==> config.mk <==
export PLATFORM = sky130hd
export DESIGN_NAME = collision_event_reader
export DESIGN_NICKNAME = d
export VERILOG_FILES = /design/src/rtl/collision_event_reader.sv
export SDC_FILE = /design/constraint.sdc
export NUM_CORES = 1
export LEC_CHECK = 0
export CAP_MARGIN = 40
export CORE_UTILIZATION = 60
export DETAILED_ROUTE_END_ITERATION = 8
export GPL_TIMING_DRIVEN = 1
export PLACE_DENSITY = 0.83
export SLEW_MARGIN = 20
export SYNTH_ARGS = -nofsm -noshare
export SYNTH_HDL_FRONTEND = slang
export SYNTH_SLANG_ARGS = --single-unit
export TNS_END_PERCENT = 30
==> constraint.sdc <==
create_clock -name clk -period 5.7 [get_ports clk]
set_input_delay 1.14 -clock clk [delete_from_list [all_inputs] [get_ports clk]]
set_output_delay 1.14 -clock clk [all_outputs]
set_load 0.02 [all_outputs]
==> src/rtl/collision_event_reader.sv <==
`default_nettype none
// ============================================================================
// Module      : collision_event_reader
// Description : Turns rising edges on a collision flag vector into a stream
//               of flag indices. Rising bits are collected in a pending mask.
//               A lowest-index-first scanner moves one pending bit per cycle
//               into a show-ahead event FIFO, which the host drains with
//               rd_en.
//               A rise on a bit that is still pending is merged into the
//               existing event and sets the sticky overflow flag.
// Revision    : 1.0 - initial release
// ----------------------------------------------------------------------------
// Ports
//   clk          in   1               system clock, rising edge
//   reset        in   1               synchronous, active-high reset
//   mod_enable   in   1               sampling enable
//   flags        in   FLAG_W          collision flag vector
//   flags_valid  in   1               sample strobe
//   rd_en        in   1               host pop request
//   clr_ovf      in   1               clears the overflow flag
//   evt_valid    out  1               FIFO not empty
//   evt_index    out  IDX_W           flag index at FIFO head, 0 when empty
//   evt_count    out  log2(DEPTH)+1   FIFO occupancy
//   overflow     out  1               sticky coalescing indicator
//   active_flags out  FLAG_W          last sampled flag vector
// ----------------------------------------------------------------------------
// Parameters
//   FLAG_W  number of flag bits
//   DEPTH   FIFO depth, power of two, at least 2
//   IDX_W   index width, 2**IDX_W >= FLAG_W
// ============================================================================
module collision_event_reader #(
   parameter int FLAG_W = 30,
   parameter int DEPTH  = 8,
   parameter int IDX_W  = 5
) (
   input  logic                     clk,
   input  logic                     reset,
   input  logic                     mod_enable,
   input  logic [FLAG_W-1:0]        flags,
   input  logic                     flags_valid,
   input  logic                     rd_en,
   input  logic                     clr_ovf,
   output logic                     evt_valid,
   output logic [IDX_W-1:0]         evt_index,
   output logic [$clog2(DEPTH):0]   evt_count,
   output logic                     overflow,
   output logic [FLAG_W-1:0]        active_flags
);

   localparam int AW = $clog2(DEPTH);
   localparam int CW = AW + 1;
   localparam logic [CW-1:0] FULL_COUNT = CW'(DEPTH);

   // IDLE  : nothing pending
   // SCAN  : something pending and the FIFO has room
   // STALL : something pending and the FIFO is full; a grant can only go out
   //         together with a pop on the same edge
   typedef enum logic [1:0] {
      IDLE  = 2'd0,
      SCAN  = 2'd1,
      STALL = 2'd2
   } state_t;

   state_t              state;
   state_t              state_next;

   logic [FLAG_W-1:0]   pending;
   logic [FLAG_W-1:0]   pending_next;
   logic [FLAG_W-1:0]   rise;
   logic [FLAG_W-1:0]   low_vec;
   logic [IDX_W-1:0]    low_idx;
   logic [FLAG_W-1:0]   grant_vec;
   logic                grant;
   logic                pop;
   logic                sample;
   logic                ovf_set;

   logic [IDX_W-1:0]    mem [DEPTH];
   logic [AW-1:0]       wr_ptr;
   logic [AW-1:0]       rd_ptr;
   logic [CW-1:0]       count;
   logic [CW-1:0]       count_next;

   assign sample = flags_valid & mod_enable;

   // New events are only the 0->1 transitions against the previous sample.
   assign rise = sample ? (flags & ~active_flags) : '0;

   // Lowest set bit of the registered pending mask.
   always_comb begin
      logic found;
      found   = 1'b0;
      low_idx = '0;
      low_vec = '0;
      for (int i = 0; i < FLAG_W; i++) begin
         if (!found && pending[i]) begin
            found      = 1'b1;
            low_idx    = IDX_W'(i);
            low_vec[i] = 1'b1;
         end
      end
   end

   // Next-state and datapath control. The state is rebuilt every edge from
   // the next pending mask and next occupancy, so IDLE always means the
   // pending register is empty and STALL always means the FIFO is full.
   always_comb begin
      grant        = 1'b0;
      pop          = rd_en && (count != '0);
      grant_vec    = '0;
      pending_next = pending;
      count_next   = count;
      ovf_set      = 1'b0;
      state_next   = IDLE;

      case (state)
         IDLE:    grant = 1'b0;
         SCAN:    grant = 1'b1;
         STALL:   grant = rd_en;
         default: grant = 1'b0;
      endcase

      if (grant) begin
         grant_vec = low_vec;
      end

      // A rise on a bit that is pending and not leaving this edge merges
      // into the existing event. A bit being granted on the same edge is
      // not merged: it gets a fresh pending bit and a second entry.
      ovf_set      = |(rise & pending & ~grant_vec);
      pending_next = (pending & ~grant_vec) | rise;

      case ({grant, pop})
         2'b10:   count_next = count + CW'(1);
         2'b01:   count_next = count - CW'(1);
         default: count_next = count;
      endcase

      if (pending_next == '0) begin
         state_next = IDLE;
      end else if (count_next == FULL_COUNT) begin
         state_next = STALL;
      end else begin
         state_next = SCAN;
      end
   end

   always_ff @(posedge clk) begin
      if (reset) begin
         state        <= IDLE;
         pending      <= '0;
         active_flags <= '0;
         wr_ptr       <= '0;
         rd_ptr       <= '0;
         count        <= '0;
         overflow     <= 1'b0;
         for (int i = 0; i < DEPTH; i++) begin
            mem[i] <= '0;
         end
      end else begin
         state   <= state_next;
         pending <= pending_next;
         count   <= count_next;

         if (sample) begin
            active_flags <= flags;
         end

         if (grant) begin
            mem[wr_ptr] <= low_idx;
            wr_ptr      <= wr_ptr + AW'(1);
         end

         if (pop) begin
            rd_ptr <= rd_ptr + AW'(1);
         end

         // A new merge wins over a clear on the same edge.
         if (ovf_set) begin
            overflow <= 1'b1;
         end else if (clr_ovf) begin
            overflow <= 1'b0;
         end
      end
   end

   assign evt_valid = (count != '0);
   assign evt_index = evt_valid ? mem[rd_ptr] : '0;
   assign evt_count = count;

endmodule
`default_nettype wire

### Word-level counts from Yosys, hierarchy flattened

Memories as Yosys holds them, arrays and structs flattened. A register that Yosys moved wholly into a read port is not among the register bits.
Index checks and enable logic that the tools add are counted.

* eq/ne operators: 5
* add/subtract/negate cells: 4
* mux-type cells: 105
* bitwise logic cells: 8
* reduce and logical (&&, ||, !) cells: 65

Operators with widths (number)
* $mux 5: 30
* $and 30x30->30: 4
* $mux 1: 67
* $mux 30: 2
* $not 30->30: 2
* $logic_and 1x1->1: 30
* $logic_not 30->1: 1
* $or 30x30->30: 1
* $reduce_or 30->1: 1
* $logic_not 1->1: 29
* $mux 3: 3
* $pmux 4 s2: 1
* $add 3x1->3 const B: 2
* $reduce_or 5->1: 1
* $add 4x1->4 const B: 1
* $eq 2x1->1 const B: 2
* $eq 2x2->1 const B: 2
* $eq 4x4->1 const B: 1
* $reduce_bool 4->1: 1
* $sub 4x1->4 const B: 1
* $mux 2: 1
* $pmux 1 s2: 1
* $reduce_bool 2->1: 1
* $reduce_or 2->1: 1
* $and 1x1->1: 1

* word-level logic and storage cells: 195
* memories: 1
* RAM bits: 40
* flip-flop bits (word level): 73

Memories
* mem: depth 8, bits a word 5, read ports 1, clocked after Yosys merged registers in 1, wr ports 8, RTL line 79 `logic [IDX_W-1:0] mem [DEPTH];`

### Longest topological paths before layout

Gate-level depths: netlist (run 1).

* depth after elaboration: 94
* gate-level depth with buffers: 15
* depth with buffers taken out: 15

### Worst setup path before layout (run 1)

No wires, ideal clock.

* kind: input-to-reg
* from: in rd_en
* to: reg state[1]
* setup time: 0.074 ns
* data arrival time: 3.148 ns
* path buffers: 0
* required time: 5.626 ns
* stages on the path: 12
* slack: 2.478 ns
* cell sequence: a21oi_1 -> nor2_1 -> inv_1 -> ha_1 -> ha_1 -> a21o_1 -> a21oi_1 -> xnor2_1 -> or3_1 -> a21oi_1 -> nand2b_1 -> a31oi_1

* cells in the longest elaborated chain, start to end: 7

Ends and longest elaborated chain
* from (decl): RTL line 42 `input logic rd_en,`
* $pmux 1 s2: RTL line 117 `case (state)`
* $mux 30: RTL line 124 `if (grant) begin`
* $not 30->30: RTL line 132 `pending_next = (pending & ~grant_vec) | rise;`
* $and 30x30->30: RTL line 132
* $or 30x30->30: RTL line 132
* $logic_not 30->1: RTL line 140 `if (pending_next == '0) begin`
* $reduce_or 2->1 (no line)
* to (signal assigned): RTL line 162 `state <= state_next;`
* to (decl): RTL line 65 `state_t state;`

Several ways; a longest one is shown, not always the timed one.
A chain may end at the register's enable or synchronous reset.

==> results of run 1 <==
worst paths after layout:
check	startpoint	endpoint	slack [ns]
worst max-delay path	flop	evt_index[4]	1.89
worst min-delay path	active_flags[6]$_SDFFE_PP0P_	active_flags[6]$_SDFFE_PP0P_	0.47
worst max register to register	state[0]$_SDFF_PP0_	state[1]$_SDFF_PP0_	2.36
worst min register to register	active_flags[6]$_SDFFE_PP0P_	active_flags[6]$_SDFFE_PP0P_	0.47
synth_stat cells, drive strengths merged, types with 3 or more instances:
master	count	share of area (%)
nand3	25	2.1
nand2b	13	1.4
and4b	6	1.0
a21oi	68	5.8
dfxtp	76	26
nand3b	7	0.89
nor3	15	1.4
o21ai	23	2.0
xor2	5	0.74
inv	17	1.1
nand4	10	1.1
edfxtp	40	20
ha	7	1.5
or3	5	0.53
a22oi	6	0.76
a21boi	3	0.38
nor2b	13	1.4
clkbuf	29	1.8
buf	7	0.59
or4	5	0.70
a32oi	4	0.59
mux2i	5	0.85
nor4	14	2.0
o41ai	4	0.72
a31oi	8	0.85
and2	3	0.32
nor2	96	6.2
nand2	102	6.7
mux4	10	3.8
o31ai	5	0.64
nor3b	9	1.1
a21o	4	0.51
registers in the layout, indices dropped and copies added, names as in the netlist, named ones only:
signal        flops
active_flags     30
evt_count         4
mem              40
overflow          1
pending          30
rd_ptr            3
state             2
wr_ptr            3
cell families after synthesis:
kind of cell / Yosys count
multiplexers: 15
flip-flops: 116
adder cells (fa/ha/maj): 9
AO/OA/AOI/OAI: 145
XOR/XNOR: 7
AND/OR/NAND/NOR: 328
buffers and inverters: 53
power groups by stage:
stage          Combinational [uW]  Clock (uW)  Sequential, uW
6_report                      804        1120            1030
3_3_place_gp                  738           0            1030
5_1_grt                       866        1160            1040
3_5_place_dp                  783           0            1040
4_1_cts                       792        1120            1020
2_1_floorplan                 512           0            1010
metal layers:
layer,global-route usage [%],part of all wire (%),vias up
li1,-,-,2565
met1,41.72,38,2661
met2,63.37,49,381
met3,8.669,8.0,91
met4,21.74,5.4,0
met5,0,0,-
worst reg2reg max path, delay by kind of cell (launching register included):
kind	cells	cell delay [ns]
xor+xnor	1	0.12
flops	1	0.35
buf+inv	2	0.33
simple gates	3	0.54
fa+ha+maj	3	0.74
compound gates	5	1.20
cell type report:
type	instances	area, sq um	area share (%)
clock inverters	15	203.9	2.774
repair buffers	83	825.8	11.23
multi-input cells	504	2959	40.26
clock buffers	17	414.1	5.634
inverters	17	63.81	0.8681
flip-flops and latches	116	2723	37.04
well taps	129	161.4	2.196
stage by stage:
stage	cells	power, uW	worst slack (ns)	cell area [sq um]	util, %
6_report	881	2952	1.893	7351	78.44
3_5_place_dp	849	1823	1.514	6733	71.84
4_1_cts	881	2939	1.845	7351	78.44
3_3_place_gp	846	1772	1.726	6693	71.42
5_1_grt	881	3062	1.743	7351	78.44
2_1_floorplan	673	1525	2.478	5888	-
==> results_dict.tcl, run 1 <==
set metrics [dict create \
    status "completed" \
    antenna_found_initial 0 \
    cts.clk_slew.worst_paths_ns 0.06 \
    synth-xor-area-share_pct 1.041 \
    synthCells 673 \
    synth_edf_count 40 \
    final.setup.tns_ns 0 \
    tightest_slew_ns 0.9272 \
    leakagePower_uw 0.002652 \
    gp_congestion 1.044 \
    synth_cell_types 64 \
    hold_viol_final 0 \
    dp_hpwl_um 13000 \
    die_x_um 101.1 \
    crit_fanout 10 \
    power.density_mw_per_mm2 401.5 \
    clk_path_buf_depth 2 \
    die_y_um 101.1 \
    vias 5698 \
    whs_ns 0.4739 \
    drive_gt1_share_pct 8.245 \
    synthMuxAreaShare_pct 4.675 \
    synthSimpleGateAreaFrac_pct 27.50 \
    htreeDepth 4 \
    fin_nets 783 \
    end_kind "primary output" \
    core_sq_mm 0.009371 \
    clock_latency_ns 0.52 \
    worstSetupStartpointType "flop" \
    synth-compound-area-share_pct 15.02 \
    slew_headroom_pct 38.19 \
    clockPowerShare_pct 38.0 \
    final_common_cell "nand2_1" \
    drv_cap 0 \
    cts_hold_buf 0 \
    cts.sinks 116 \
    grt_max_degree 44 \
    crit_slowest_cell "dfxtp_1" \
    finClkSkew_ns 0.01385 \
    period_needed_ns 3.807 \
    cts_setup_buffers 0 \
    grt_pass1_vias 5586 \
    sw_frac_of_total_pct 33.30 \
    arrival_ns 2.67 \
    cts_tree "done" \
    postSynthAreaPerCell_sq_um 8.749 \
    synth-seq-cells 116 \
    syn2layout_area_growth_pct 24.84 \
    async_reset_ff_share_pct 0 \
    start_util_pct 62.83 \
    drt_wl_total_um 17950 \
    synth_top_family_by_area "simple AND/OR/NAND/NOR gates" \
    overflow 0 \
    hold_class "reg2reg" \
    finalCritPeriodShare_pct 66.79 \
    critPathTopFamily "multiplexers" \
    viasPerCell 6.468 \
    rsz0062_at_grt "no" \
    grt_usage_pct 36.88 \
    dieArea_sq_mm 0.01021 \
    cts_buffers 17 \
    firstDrtPassIters 5 \
    wire_per_inst_um 20.37 \
    port_buffers 76 \
    power.switching_uw 982.9 \
    crit_type "reg2out" \
    cp.depth 4 \
    whs_path_depth 2 \
    p_seq_share_pct 34.8 \
    synth_warnings 0 \
    cp_cell_sequence "mux4_2 > mux2i_1 > nor2_1 > clkdlybuf4s50_1" \
    io_pins 77 \
    synth_fa_ha_area_share_pct 1.997 \
    p_int_uw 1969 \
    drc_errors 0 \
    antenna_left 0 \
    seq_area_frac_synth_pct 46.24 \
    cp_data_required_time_ns 4.56 \
    final_cell_mix "nand2_1, nor2_1, dfxtp_1" \
    drv_slew 0 \
    setup-violations-final 0 \
    peakVddDrop_mv 0.2638 \
    rr_worst_depth 14 \
    cts_root_buffer "clkbuf_8" \
    fill_cells 689 \
    synth_nets 717 \
    grt_pass1_wl_um 28280 \
    synth_flop_cell "dfxtp_1" \
    combPwrFrac_pct 27.2 \
    rows 35 \
    path_buf_inv 1 \
    cts_resized 0 \
    drtIter0Drc 571 \
    syn_area_sq_mm 0.005888 \
    critical_path.max_stage_delay_ns 0.73 \
    antennaDiodeCount 0 \
    fmax_mhz 262.7 \
]
Note: power is estimated with default switching activity, not from simulation.
==> inputs of run 2 (changes only) <==
Settings changed: CORE_UTILIZATION 60 to 50, PLACE_DENSITY 0.83 to 0.73.
Clock period 5.7 ns to 3.15 ns, I/O delays scaled along.
==> run 2 against run 1 <==
  * Flip-flop and latch count did not move
  * Utilization is 12 points lower
  * Hold slack worse by 0.0091 ns
  * Clock skew shrank 0.0069 ns
  * Clock power is 70% higher
  * Clock-buffer cell count increased by 3
  * Critical path depth rose by 9
  * Combinational power rose by 93%
==> results_dict.tcl, run 2 (synthesis results as in run 1) <==
set metrics [dict create \
    status "completed" \
    leakagePower_uw 0.002797 \
    drt_wl_total_um 17320 \
    crit_fanout 3 \
    critPathTopFamily "compound AO/OA/AOI/OAI gates" \
    met1_length_um 7349 \
    top_regs "mem x40, active_flags x30, pending x30" \
    place_ws_ns -0.1318 \
    clock_latency_ns 0.41 \
    largest_register_ffs 40 \
    worstReg2RegStart "pending[9]$_SDFF_PP0_" \
    antenna_found_initial 0 \
    vias 5501 \
    syn2layout_area_growth_pct 28.71 \
    grt_max_degree 67 \
    regArea_sq_mm 0.002723 \
    wl_met2_um 8488 \
    largest_register "mem" \
    overflow 0 \
    arrival_ns 3.22 \
    gp_congestion 0.9210 \
    cp_cell_sequence "clkdlybuf4s50_1 > a21oi_1 > nor2_1 > inv_1 > ha_1 > ha_1 > a21o_1 > a21oi_1 > xnor2_1 > or3_1 > a21oi_1 > nand2b_1 > a31oi_1" \
    worstSetupStartpointType "input port" \
    rows 39 \
    path_buf_inv 2 \
    met3_length_um 917 \
    cts_root_buffer "clkbuf_16" \
    port_buffers 76 \
    drtIter0Drc 460 \
    fill_cells 947 \
    start_util_pct 51.35 \
    tightest_slew_ns 0.8917 \
    clk_path_buf_depth 2 \
    p_total_uw 5261 \
    dp_hpwl_um 12940 \
    cts_resized 0 \
    multi_input_area_sq_mm 0.002965 \
    cp_data_required_time_ns 3.49 \
    peakVddDrop_mv 0.8241 \
    fin_util_pct 66.09 \
    htreeDepth 4 \
    drv_slew 0 \
    setup-violations-final 0 \
    cpMostUsedCell "a21oi_1" \
    fmax_mhz 347.7 \
    drive_gt1_share_pct 11.49 \
    io_pins 77 \
    drc_errors 0 \
    worst_slack_ns 0.2737 \
    cts_tree "done" \
    period_needed_ns 2.876 \
    slew_headroom_pct 40.55 \
    final_cell_mix "nand2_1, nor2_1, dfxtp_1" \
    wire_per_inst_um 18.70 \
    finClkSkew_ns 0.006974 \
    crit_type "in2reg" \
    whs_ns 0.4648 \
    critical_path.max_stage_delay_ns 0.53 \
    die_x_um 110.5 \
    finalCritPeriodShare_pct 91.31 \
    cts.sinks 116 \
    cts_hold_buf 0 \
    antennaDiodeCount 0 \
    core_sq_mm 0.01147 \
    antenna_left 0 \
    dp_cells 894 \
    instances_no_fill 926 \
    dieArea_sq_mm 0.01221 \
    min_from "active_flags[1]$_SDFFE_PP0P_" \
    firstDrtPassIters 5 \
    cts_buffers 17 \
    rsz0062_at_grt "no" \
    viasPerCell 5.941 \
    final_common_cell "nand2_1" \
    cts.clk_slew.worst_paths_ns 0.05 \
    crit_slowest_cell "clkdlybuf4s50_1" \
    fin_nets 814 \
    end_kind "flop" \
    die_y_um 110.5 \
    drv_cap 0 \
    hold_viol_final 0 \
    top_layer "met4" \
    worstSetupStartpoint "rd_en" \
    grt_pass1_wl_um 27970 \
    grt_usage_pct 29.36 \
    grt_pass1_vias 5426 \
    hold_class "reg2reg" \
    power.density_mw_per_mm2 694.2 \
    cts_setup_buffers 0 \
]
run 2: cell types whose count changed in the layout (fill, tap and decap cells not counted), sizes merged:
cell / delta
inv: -2
clkinvlp: -2
clkbuf: +3
buf: +31
bufinv: -1
clkinv: +2
run 2: power by group:
| part | switching (uW) | total, uW | internal (uW) |
|---|---|---|---|
| Clock | 649 | 1900 | 1250 |
| Sequential | 134 | 1810 | 1680 |
| Combinational | 877 | 1550 | 673 |
| Total | 1660 | 5260 | 3600 |
run 2: worst register-to-register path, cell delays in order, from the launching register on:
cell,delay (ns)
dfxtp_1,0.38
or4_1,0.69
nor2_4,0.26
nand2_1,0.22
nor3_1,0.47
nand3_1,0.18
o21ai_1,0.14
buf_4,0.20
nor2_1,0.07
run 2: final timing paths:
check                           cells after the start                      endpoint  slack [ns]
worst max register to register                      8       mem[4][0]$_SDFFCE_PN0P_        0.29
worst min register to register                      2  active_flags[1]$_SDFFE_PP0P_        0.46
worst min-delay path                                2  active_flags[1]$_SDFFE_PP0P_        0.46
worst max-delay path                               13           state[1]$_SDFF_PP0_        0.27
run 2: metrics by stage:
step | area [sq um] | TNS [ns]
3_3_place_gp | 6989 | -0.004260
6_report | 7579 | 0
3_5_place_dp | 6994 | -0.2214
2_1_floorplan | 5894 | 0
4_1_cts | 7579 | 0
5_1_grt | 7579 | 0
run 2: area by class of cell:
class                   instances  share of cell area (%)
clock buffers                  20                   5.894
repair buffers                114                   14.03
well taps                     143                   2.361
inverters                      17                  0.8420
multi-input cells             504                   39.13
clock inverters                12                   1.816
flip-flops and latches        116                   35.93
run 2: routing by layer:
layer / global-route usage (%) / up-vias
met5: 0 / -
met4: 14.22 / 0
met3: 5.324 / 39
met2: 48.99 / 205
met1: 36.65 / 2630
li1: - / 2627
